### config.mk
export PLATFORM = sky130hd
export DESIGN_NAME = ttt_game_ctrl
export DESIGN_NICKNAME = d
export VERILOG_FILES = /design/src/rtl/ttt_pkg.sv /design/src/rtl/ttt_line_check.sv /design/src/rtl/ttt_game_ctrl.sv
export SDC_FILE = /design/constraint.sdc
export NUM_CORES = 1
export LEC_CHECK = 0
export ABC_CLOCK_PERIOD_IN_PS = 2800
export CAP_MARGIN = 40
export CORE_UTILIZATION = 35
export CTS_CLUSTER_DIAMETER = 30
export DETAILED_ROUTE_END_ITERATION = 10
export DONT_BUFFER_PORTS = 1
export PLACE_DENSITY_LB_ADDON = 0.1
export SYNTH_ARGS = -nofsm -noshare
export SYNTH_HDL_FRONTEND = slang
export SYNTH_HIERARCHICAL = 1
export SYNTH_SLANG_ARGS = --single-unit
### constraint.sdc
create_clock -name clk -period 2.8 [get_ports clk]
set_input_delay 0.42 -clock clk [delete_from_list [all_inputs] [get_ports clk]]
set_output_delay 0.42 -clock clk [all_outputs]
set_load 0.03 [all_outputs]
### src/rtl/ttt_pkg.sv
// Shared encodings for the tic-tac-toe controller: cell codes, result codes,
// FSM states and board indexing.
package ttt_pkg;

    localparam logic [1:0] CELL_X     = 2'd0;
    localparam logic [1:0] CELL_O     = 2'd1;
    localparam logic [1:0] CELL_EMPTY = 2'd2;

    localparam logic [1:0] WIN_X    = 2'd0;
    localparam logic [1:0] WIN_O    = 2'd1;
    localparam logic [1:0] WIN_DRAW = 2'd2;
    localparam logic [1:0] WIN_NONE = 2'd3;

    localparam logic [3:0]  MAX_MOVES   = 4'd9;
    localparam logic [17:0] BOARD_EMPTY = {9{CELL_EMPTY}};

    typedef enum logic [1:0] {
        S_WAIT_MOVE = 2'd0,
        S_APPLY     = 2'd1,
        S_CHECK     = 2'd2,
        S_DONE      = 2'd3
    } state_t;

    // Caller must range-check row/col; the result only names a cell for 0-2.
    function automatic logic [3:0] cell_idx(input logic [1:0] row, input logic [1:0] col);
        return ({2'b00, row} * 4'd3) + {2'b00, col};
    endfunction

endpackage

### src/rtl/ttt_line_check.sv
// Combinational three-in-a-row detector for one player code over a flat board.
module ttt_line_check
    import ttt_pkg::*;
(
    input  logic [17:0] i_board_flat,
    input  logic [1:0]  i_player,
    output logic        o_win
);

    logic [8:0] w_own;

    for (genvar g = 0; g < 9; g++) begin : g_own
        assign w_own[g] = (i_board_flat[2*g +: 2] == i_player);
    end

    assign o_win = (w_own[0] & w_own[1] & w_own[2]) |
                   (w_own[3] & w_own[4] & w_own[5]) |
                   (w_own[6] & w_own[7] & w_own[8]) |
                   (w_own[0] & w_own[3] & w_own[6]) |
                   (w_own[1] & w_own[4] & w_own[7]) |
                   (w_own[2] & w_own[5] & w_own[8]) |
                   (w_own[0] & w_own[4] & w_own[8]) |
                   (w_own[2] & w_own[4] & w_own[6]);

endmodule

### src/rtl/ttt_game_ctrl.sv
// Tic-tac-toe game controller: owns the board, applies validated moves,
// alternates turns and reports win/draw.
module ttt_game_ctrl
    import ttt_pkg::*;
#(
    parameter logic FIRST_PLAYER   = 1'b0,
    parameter logic CHECK_OCCUPIED = 1'b1
)(
    input  logic        clk,
    input  logic        rst_n,
    input  logic        i_new_game,
    input  logic        i_move_vld,
    input  logic [1:0]  i_move_row,
    input  logic [1:0]  i_move_col,
    output logic        o_move_rdy,
    output logic        o_move_err,
    output logic [17:0] o_board_flat,
    output logic        o_turn,
    output logic        o_game_over,
    output logic [1:0]  o_winner,
    output logic [3:0]  o_move_cnt,
    output logic [1:0]  o_state
);

    // Handshake: a move transfers on a rising edge where i_move_vld and
    // o_move_rdy are both high; vld without rdy is dropped, never queued.

    state_t      r_state,    w_state_nxt;
    logic [17:0] r_board,    w_board_nxt;
    logic        r_turn,     w_turn_nxt;
    logic [3:0]  r_move_cnt, w_cnt_nxt;
    logic [1:0]  r_winner,   w_winner_nxt;
    logic        r_move_err, w_err_nxt;
    logic [1:0]  r_row,      w_row_nxt;
    logic [1:0]  r_col,      w_col_nxt;

    logic        w_in_range;
    logic [3:0]  w_idx;
    logic [1:0]  w_cell;
    logic [1:0]  w_turn_code;
    logic        w_reject;
    logic        w_win;

    assign w_in_range  = (r_row <= 2'd2) && (r_col <= 2'd2);
    assign w_idx       = w_in_range ? cell_idx(r_row, r_col) : 4'd0;
    assign w_cell      = r_board[{w_idx, 1'b0} +: 2];
    assign w_turn_code = {1'b0, r_turn};
    assign w_reject    = !w_in_range || (CHECK_OCCUPIED && (w_cell != CELL_EMPTY));

    ttt_line_check u_line_check (
        .i_board_flat (r_board),
        .i_player     (w_turn_code),
        .o_win        (w_win)
    );

    always_comb begin
        w_state_nxt  = r_state;
        w_board_nxt  = r_board;
        w_turn_nxt   = r_turn;
        w_cnt_nxt    = r_move_cnt;
        w_winner_nxt = r_winner;
        w_err_nxt    = 1'b0;
        w_row_nxt    = r_row;
        w_col_nxt    = r_col;

        case (r_state)
            S_WAIT_MOVE: begin
                if (i_move_vld) begin
                    w_row_nxt   = i_move_row;
                    w_col_nxt   = i_move_col;
                    w_state_nxt = S_APPLY;
                end
            end
            S_APPLY: begin
                if (w_reject) begin
                    w_err_nxt   = 1'b1;
                    w_state_nxt = S_WAIT_MOVE;
                end else begin
                    w_board_nxt[{w_idx, 1'b0} +: 2] = w_turn_code;
                    if (r_move_cnt < MAX_MOVES) begin
                        w_cnt_nxt = r_move_cnt + 4'd1;
                    end
                    w_state_nxt = S_CHECK;
                end
            end
            S_CHECK: begin
                // Win is tested before the full-board draw so a 9th-move win wins.
                if (w_win) begin
                    w_winner_nxt = w_turn_code;
                    w_state_nxt  = S_DONE;
                end else if (r_move_cnt == MAX_MOVES) begin
                    w_winner_nxt = WIN_DRAW;
                    w_state_nxt  = S_DONE;
                end else begin
                    w_turn_nxt  = ~r_turn;
                    w_state_nxt = S_WAIT_MOVE;
                end
            end
            S_DONE: begin
                w_state_nxt = S_DONE;
            end
            default: begin
                w_state_nxt = S_WAIT_MOVE;
            end
        endcase

        if (i_new_game) begin
            w_state_nxt  = S_WAIT_MOVE;
            w_board_nxt  = BOARD_EMPTY;
            w_turn_nxt   = FIRST_PLAYER;
            w_cnt_nxt    = 4'd0;
            w_winner_nxt = WIN_NONE;
            w_err_nxt    = 1'b0;
            w_row_nxt    = 2'd0;
            w_col_nxt    = 2'd0;
        end
    end

    always_ff @(posedge clk or negedge rst_n) begin
        if (!rst_n) begin
            r_state    <= S_WAIT_MOVE;
            r_board    <= BOARD_EMPTY;
            r_turn     <= FIRST_PLAYER;
            r_move_cnt <= 4'd0;
            r_winner   <= WIN_NONE;
            r_move_err <= 1'b0;
            r_row      <= 2'd0;
            r_col      <= 2'd0;
        end else begin
            r_state    <= w_state_nxt;
            r_board    <= w_board_nxt;
            r_turn     <= w_turn_nxt;
            r_move_cnt <= w_cnt_nxt;
            r_winner   <= w_winner_nxt;
            r_move_err <= w_err_nxt;
            r_row      <= w_row_nxt;
            r_col      <= w_col_nxt;
        end
    end

    assign o_move_rdy   = (r_state == S_WAIT_MOVE);
    assign o_game_over  = (r_state == S_DONE);
    assign o_move_err   = r_move_err;
    assign o_board_flat = r_board;
    assign o_turn       = r_turn;
    assign o_winner     = r_winner;
    assign o_move_cnt   = r_move_cnt;
    assign o_state      = r_state;

endmodule

==> out/qor.csv, run 1 <==
stage,metric,value,unit
power,leakage power,1.27,nW
routing,number of vias in the routed layout,1999,
routing,post-detailed-route via-to-cell ratio,5.45,
place,cell area after placement,2610,sq um
routing,first-pass iteration count of the detailed router,4,
clock_tree,"buffers from clock root to sink, at most",2,
critical_path,Crit. End Element,flip-flop,
logic_synthesis,synthesized area,2290,sq um
sta,setup repair after global routing missed its margin,yes,
critical_path,"setup slack, reg-to-reg",-160,ps
clock_tree,clock latency of the later-clocked register in the worst-skew pair,290,ps
floorplan,core region area,6350,sq um
critical_path,Crit Reg-Reg Endpoint,o_board_flat[3]$_DFFE_PN1P_,
floorplan,number of standard-cell rows in the floorplan,29,
sta,worst clock skew on the final layout,3.14,ps
sta,count of final max-slew check failures,0,
logic_synthesis,portion of synthesized cell area occupied by the leading cell type,22.9,%
global_route,leftover overflow at the end of global routing,0,
global_route,global router's overall resource usage,19.0,%
clock_tree,CTS Root Buffer Type,clkbuf_8,
floorplan,Chip Height,82.9,microns
outcome,violated checks,negative setup slack,
critical_path,element type at the critical path start,flip-flop,
final_layout,Filler Cell Count,629,
place,# port buffers,0,
worst_hold_path,end point of the worst hold path,o_state[1]$_DFFE_PN0P_,
logic_synthesis,share of async-settable or async-resettable flops after synthesis,100,%
worst_hold_path,Worst Hold Class,in2reg,
sta,final critical-path setup slack,-163,ps
logic_synthesis,top area cells in the synthesized netlist,"dfrtp_1 (23%), dfstp_2 (13%), ha_1 (4.9%), mux2i_1 (3.9%), a21o_1 (3.3%)",
critical_path,cell at the slowest stage of the critical path,fa_2,
critical_path,start of the worst register-to-register path,r_row[1]$_DFFE_PN0P_,
logic_synthesis,distinct cell type count of the synthesized netlist,62,
floorplan,Die X-Extent,82.9,microns
global_route,antenna violations before repair,0,
clock_tree,clock-pin slew of the registers on the worst-case setup and hold paths,70,ps
routing,Routed WL,6.23,mm
floorplan,total die area,6870,sq um
clock_tree,number of clock sinks,32,
global_route,pin count of the biggest net entering global routing,37,
global_route,first-pass GRT wire length,10.5,mm
logic_synthesis,Gate Count Post-Synth,243,
logic_synthesis,top flip-flop cell by instance count after synthesis,dfrtp_1,
critical_path,worst path arrival time,3190,ps
critical_path,Worst R2R Path Depth,10,
flow_run,max-cap violation count,0,
critical_path,delay contributed by the slowest stage of the critical path,590,ps
place,minimum setup slack after placement,-272,ps
floorplan,count of boundary I/O pins,38,
clock_tree,H-tree depth reported by CTS,2,
logic_synthesis,Synth warnings,6,
critical_path,launching instance or port of the critical path,r_row[1]$_DFFE_PN0P_,
floorplan,Starting Density,36.1,%
logic_synthesis,Seq cells post-synth,32,
final_layout,final antenna diode count,0,
critical_path,cells along the critical path,fa_1 -> ha_2 -> inv_2 -> fa_2 -> buf_4 -> a32oi_1 -> o21ai_2 -> and4_4 -> nand4_1 -> a21o_1,
sta,Slew Limit Headroom,55.1,%
sta,Final Cycle Share,106,%
final_layout,Final Util,44.4,%
global_route,number of global-route vias before repair,1964,
sta,Final setup violation count,24,
final_layout,Layout Nets,308,
critical_path,required time at the endpoint of the critical path,3030,ps
clock_tree,clock buffers created by TritonCTS,5,
place,weighted congestion reported at the end of routability-driven placement,0.802,
final_layout,synth-to-layout area growth,23.0,%
sta,transition time at the pin with the least slew margin,674,ps
place,detailed placer's ending HPWL,4.34,mm
final_layout,share of cells above drive strength 1,33.4,%
logic_synthesis,number of flops mapped to enable cells by yosys,0,
clock_tree,CTS tree,yes,
sta,final worst path period need,2960,ps
routing,post-detailed-route count of antenna-violating nets,0,
routing,number of remaining DRC errors,0,
sta,number of endpoints with negative hold slack in the final report,0,
routing,Routed WL per cell,17.0,microns
power,Max rail drop VDD,0.231,mV
outcome,run status,finished with violations,
final_layout,final design instance area without fill,2820,sq um
worst_hold_path,hold wc startpoint,i_new_game,
critical_path,type of the worst setup path,reg2reg,
power,final total power,1.45,mW
routing,initial detailed-routing violation count,148,
logic_synthesis,Avg Synthesized Cell Area,9.43,sq um
power,total power per unit cell area,514,nW/um^2
worst_hold_path,cell depth of the worst min-delay path,1,
logic_synthesis,cell taking the most area after synthesis,dfrtp_1,
critical_path,biggest fanout along the worst timing path,6,
logic_synthesis,sequential cell area fraction in the yosys report,35.6,%
sta,Fmax achieved,337,MHz
## state kept, by name (all words and copies together) (netlist names)
name / count
o_move_err: 1
r_row: 2
o_state: 2
r_col: 2
o_board_flat: 18
o_move_cnt: 4
o_turn: 1
o_winner: 2
## report_power, final
part	leakage, nW	switching [mW]	total (mW)	internal, mW
Clock	0.0455	0.177	0.377	0.200
Sequential	0.405	0.0600	0.550	0.490
Combinational	0.817	0.288	0.521	0.233
Total	1.27	0.525	1.45	0.924
## worst max-delay path by stage
stage,to,slack [ps],cells past startpoint
final,o_board_flat[3]$_DFFE_PN1P_,-160,10
after global routing,o_board_flat[3]$_DFFE_PN1P_,-290,10
after CTS,o_move_cnt[2]$_DFFE_PN0P_,-160,10
after detailed placement,o_board_flat[3]$_DFFE_PN1P_,-270,10
after global placement,o_board_flat[3]$_DFFE_PN1P_,-220,10
after floorplan,o_board_flat[2]$_DFFE_PN0P_,-60,12
## what timing repair did
| action | CTS | global route |
|---|---|---|
| endpoints found under the setup margin | 24 | 26 |
| gates cloned | 1 | 0 |
| hold buffers | 2 | 0 |
| endpoints found under the hold margin | 32 | 0 |
| setup buffers | 2 | 2 |
| pin swaps | 13 | 9 |
| gates resized for setup | 17 | 2 |
## kinds of logic (layout without fill, tap and decap cells)
logic type               count (synthesis)  in the layout  synth area share, %
multiplexers                             9              9                 3.93
AND/OR/NAND/NOR                        102            103                 27.6
adder cells (fa/ha/maj)                 11             11                 6.66
AO/OA/AOI/OAI                           55             55                 17.1
flip-flops                              32             32                 35.6
XOR/XNOR                                 7              7                 2.68
other                                    1              9                0.164
buffers and inverters                   26             64                 6.28
## Yosys cell counts, types with 2 or more instances
cell,count
a211oi_1,3
a21o_1,10
a21oi_1,8
a31o_1,3
a31oi_1,4
and2_1,5
and3_1,6
and3_2,6
buf_4,2
buf_6,3
clkbuf_1,4
dfrtp_1,21
dfstp_2,11
fa_1,2
ha_1,9
inv_1,15
mux2i_1,9
nand2_1,8
nand2b_1,10
nand3_1,4
nand4_1,4
nand4b_1,2
nand4b_2,2
nor2_1,19
nor2b_1,5
nor3_1,13
nor3b_1,2
nor4_1,3
o21ai_0,4
o21ai_1,3
o22ai_1,7
xor2_1,6
## metrics by stage
| stage | std cells | TNS [ps] | hold slack [ps] |
|---|---|---|---|
| finish | 367 | -2410 | 182 |
| global route | 367 | -5630 | 177 |
| CTS | 366 | -2410 | 170 |
| detailed placement | 353 | -4720 | 125 |
| global placement | 353 | -3650 | 125 |
| floorplan | 251 | -660 | 124 |
## cell type report
cell class                      instances  area (sq um)  share of cell area, %
Inverter                               15          56.3                   2.00
Multi-Input combinational cell        194          1430                   50.9
Tap cell                               77          96.3                   3.42
Sequential cell                        32           815                   28.9
Timing Repair Buffer                   41           327                   11.6
Clock buffer                            8          90.1                   3.20
## worst max-delay path: cells and delay by family, from the launching register on
kind / cells / cell delay (ps)
flops: 1 / 400
compound gates: 3 / 530
fa+ha+maj: 3 / 1310
buf+inv: 2 / 170
simple gates: 2 / 470
## cell usage in the layout (no fill, tap or decap), types with 7 or more instances in the layout
| master | synthesis | layout |
|---|---|---|
| a21o_1 | 10 | 10 |
| a21oi_1 | 8 | 7 |
| buf_4 | 2 | 38 |
| conb_1 | 1 | 9 |
| dfrtp_1 | 21 | 21 |
| dfstp_2 | 11 | 11 |
| ha_1 | 9 | 8 |
| inv_1 | 15 | 13 |
| mux2i_1 | 9 | 9 |
| nand2_1 | 8 | 7 |
| nand2b_1 | 10 | 10 |
| nor2_1 | 19 | 19 |
| nor3_1 | 13 | 13 |
| o22ai_1 | 7 | 7 |
## metal layers
| layer | up-vias | wire, microns | GRT usage, % |
|---|---|---|---|
| li1 | 973 | - | - |
| met1 | 988 | 3100 | 26.4 |
| met2 | 30 | 2800 | 29.9 |
| met3 | 8 | 243 | 3.78 |
| met4 | 0 | 86 | 5.80 |
| met5 | - | 0 | 0 |
Power figures use the tool's default switching activity.
==> run 2, diff against run 1 <==
--- a/config.mk
+++ b/config.mk
@@ -7,10 +7,12 @@
 export LEC_CHECK = 0
 export ABC_CLOCK_PERIOD_IN_PS = 2800
 export CAP_MARGIN = 40
+export CORE_ASPECT_RATIO = 0.6
 export CORE_UTILIZATION = 35
 export CTS_CLUSTER_DIAMETER = 30
 export DETAILED_ROUTE_END_ITERATION = 10
 export DONT_BUFFER_PORTS = 1
+export GPL_TIMING_DRIVEN = 0
 export PLACE_DENSITY_LB_ADDON = 0.1
 export SYNTH_ARGS = -nofsm -noshare
 export SYNTH_HDL_FRONTEND = slang
==> out/qor.csv, run 2 (synthesis results as in run 1) <==
stage,metric,value,unit,change
sta,setup repair after global routing missed its margin,yes,,
worst_hold_path,Worst Hold Class,in2reg,,
critical_path,element type at the critical path start,flip-flop,,
sta,final worst path period need,3040,ps,+77.5 ps
critical_path,worst path arrival time,3260,ps,+70 ps
critical_path,family of cells with the greatest summed delay on the critical path,adder cells,,
routing,first-pass iteration count of the detailed router,4,,unchanged
clock_tree,clock-pin slew of the registers on the worst-case setup and hold paths,70,ps,about the same
floorplan,Chip Height,64.7,microns,-22%
floorplan,Starting Density,36.8,%,+0.75 points
power,total power per unit cell area,540,nW/um^2,+5.0%
flow_run,max-cap violation count,0,,unchanged
routing,initial detailed-routing violation count,112,,-24%
critical_path,delay contributed by the slowest stage of the critical path,550,ps,-40 ps
place,weighted congestion reported at the end of routability-driven placement,0.844,,+5.2%
clock_tree,"buffers from clock root to sink, at most",2,,unchanged
critical_path,required time at the endpoint of the critical path,3020,ps,about the same
sta,final critical-path setup slack,-241,ps,-77.5 ps
global_route,global router's overall resource usage,19.1,%,+0.068 points
final_layout,"leading cell type in the layout, fill and taps excluded",dfrtp_1,,
power,Max rail drop VDD,0.228,mV,-1.3%
sta,Slew Limit Headroom,58.7,%,+3.7 points
critical_path,cells along the critical path,fa_1 -> ha_2 -> inv_1 -> fa_1 -> nor2_1 -> and2_4 -> a32o_2 -> and4_4 -> buf_12 -> nand4_4 -> a21o_1,,
clock_tree,clock buffers created by TritonCTS,5,,unchanged
critical_path,type of the worst setup path,reg2reg,,
place,detailed placer's ending HPWL,4.47,mm,+2.9%
routing,Routed WL,6.15,mm,-1.3%
sta,count of final max-slew check failures,0,,unchanged
floorplan,count of boundary I/O pins,38,,unchanged
global_route,number of global-route vias before repair,1793,,-8.7%
global_route,leftover overflow at the end of global routing,0,,unchanged
critical_path,most common cell type on the critical path,fa_1,,
sta,Final setup violation count,23,,-4.2%
sta,transition time at the pin with the least slew margin,617,ps,-57.3 ps
critical_path,cell at the slowest stage of the critical path,fa_1,,
routing,Routed WL per cell,17.5,microns,+3.2%
final_layout,final antenna diode count,0,,unchanged
global_route,antenna violations before repair,0,,unchanged
place,# port buffers,0,,unchanged
place,minimum setup slack after placement,-266,ps,+6.13 ps
clock_tree,CTS tree,yes,,
outcome,run status,finished with violations,,
sta,Fmax achieved,329,MHz,-2.5%
final_layout,Layout Nets,285,,-7.5%
critical_path,critical path buffer and inverter count,2,,unchanged
clock_tree,H-tree depth reported by CTS,2,,unchanged
routing,post-detailed-route count of antenna-violating nets,0,,unchanged
sta,worst clock skew on the final layout,8.42,ps,+5.28 ps
routing,post-detailed-route via-to-cell ratio,5.47,,+0.48%
floorplan,core region area,6220,sq um,-2.0%
sta,number of endpoints with negative hold slack in the final report,0,,unchanged
final_layout,synth-to-layout area growth,18.1,%,
clock_tree,clock latency of the later-clocked register in the worst-skew pair,290,ps,about the same
routing,number of remaining DRC errors,0,,unchanged
final_layout,most used cells in the layout excluding fill and tap cells,"dfrtp_1 (20), nor2_1 (17), inv_1 (15)",,
global_route,first-pass GRT wire length,9.98,mm,-4.6%
critical_path,Crit. End Element,flip-flop,,
routing,number of vias in the routed layout,1921,,-3.9%
sta,Final Cycle Share,109,%,+2.8 points
floorplan,total die area,6880,sq um,+0.15%
outcome,violated checks,negative setup slack,,
clock_tree,CTS Root Buffer Type,clkbuf_8,,
final_layout,number of flip-flops under the largest register name,18,,unchanged
floorplan,number of standard-cell rows in the floorplan,22,,-24%
floorplan,Die X-Extent,106,microns,+28%
power,leakage power,1.14,nW,-9.9%
sta,accumulated negative setup slack,-4000,ps,-1590 ps
global_route,pin count of the biggest net entering global routing,33,,-11%
final_layout,share of cells above drive strength 1,25.5,%,-8.0 points
clock_tree,number of clock sinks,32,,unchanged
final_layout,Filler Cell Count,631,,+0.32%
critical_path,biggest fanout along the worst timing path,6,,unchanged
run 2: cell type report:
type	instances	area, sq um	area share [%]
multi-input combinational	193	1450	53.6
clock buffer	8	90.1	3.33
inverter	15	56.3	2.08
tap	84	105	3.89
timing repair buffer	9	106	3.93
buffer	10	80.1	2.96
sequential	32	818	30.2
run 2: what timing repair did:
action / CTS / global route
setup endpoints to repair: 28 / 26
cloned: 1 / 0
pin swaps: 12 / 2
hold endpoints to repair: 32 / 0
gates resized for setup: 16 / 6
hold buffers: 2 / 0
setup buffers: 6 / 0
run 2: worst register-to-register path: stages (launching register included):
cell and delay [ps]:
dfrtp_1 410, fa_1 550, ha_2 150, inv_1 40, fa_1 470, nor2_1 270
and2_4 190, a32o_2 130, and4_4 320, buf_12 150, nand4_4 110, a21o_1 180
run 2: final timing paths:
check	cells after the start	slack, ps	to	startpoint
worst max-delay path	11	-240	o_board_flat[1]$_DFFE_PN1P_	r_row[0]$_DFFE_PN0P_
worst min-delay path	2	280	r_col[1]$_DFFE_PN0P_	i_move_col[1]
worst max register to register	11	-240	o_board_flat[1]$_DFFE_PN1P_	r_row[0]$_DFFE_PN0P_
worst min register to register	2	600	r_col[0]$_DFFE_PN0P_	r_col[0]$_DFFE_PN0P_
max in group asynchronous	2	1980	o_board_flat[1]$_DFFE_PN1P_	rst_n
min in group asynchronous	2	570	r_row[1]$_DFFE_PN0P_	rst_n
run 2: layer usage:
layer / track usage, % / wire, microns / vias up
li1: - / - / 930
met2: 25.5 / 2380 / 47
met5: 0 / 0 / -
met3: 4.93 / 396 / 7
met1: 29.8 / 3320 / 937
met4: 4.11 / 53 / 0
run 2: stage by stage:
step | total power, mW | area [sq um] | cells | hold WS, ps | util [%]
6_report | 1.46 | 2710 | 351 | 285 | 43.5
5_1_grt | 1.54 | 2710 | 351 | 300 | 43.5
4_1_cts | 1.44 | 2680 | 351 | 288 | 43.1
3_5_place_dp | 0.971 | 2440 | 335 | 125 | 39.2
3_3_place_gp | 0.971 | 2440 | 335 | 125 | 39.2
2_1_floorplan | 0.886 | 2330 | 251 | 124 | -
run 2: power breakdown:
part | switching, mW | internal [mW]
combinational | 0.305 | 0.219
clock | 0.177 | 0.201
sequential | 0.0677 | 0.491
total | 0.551 | 0.910
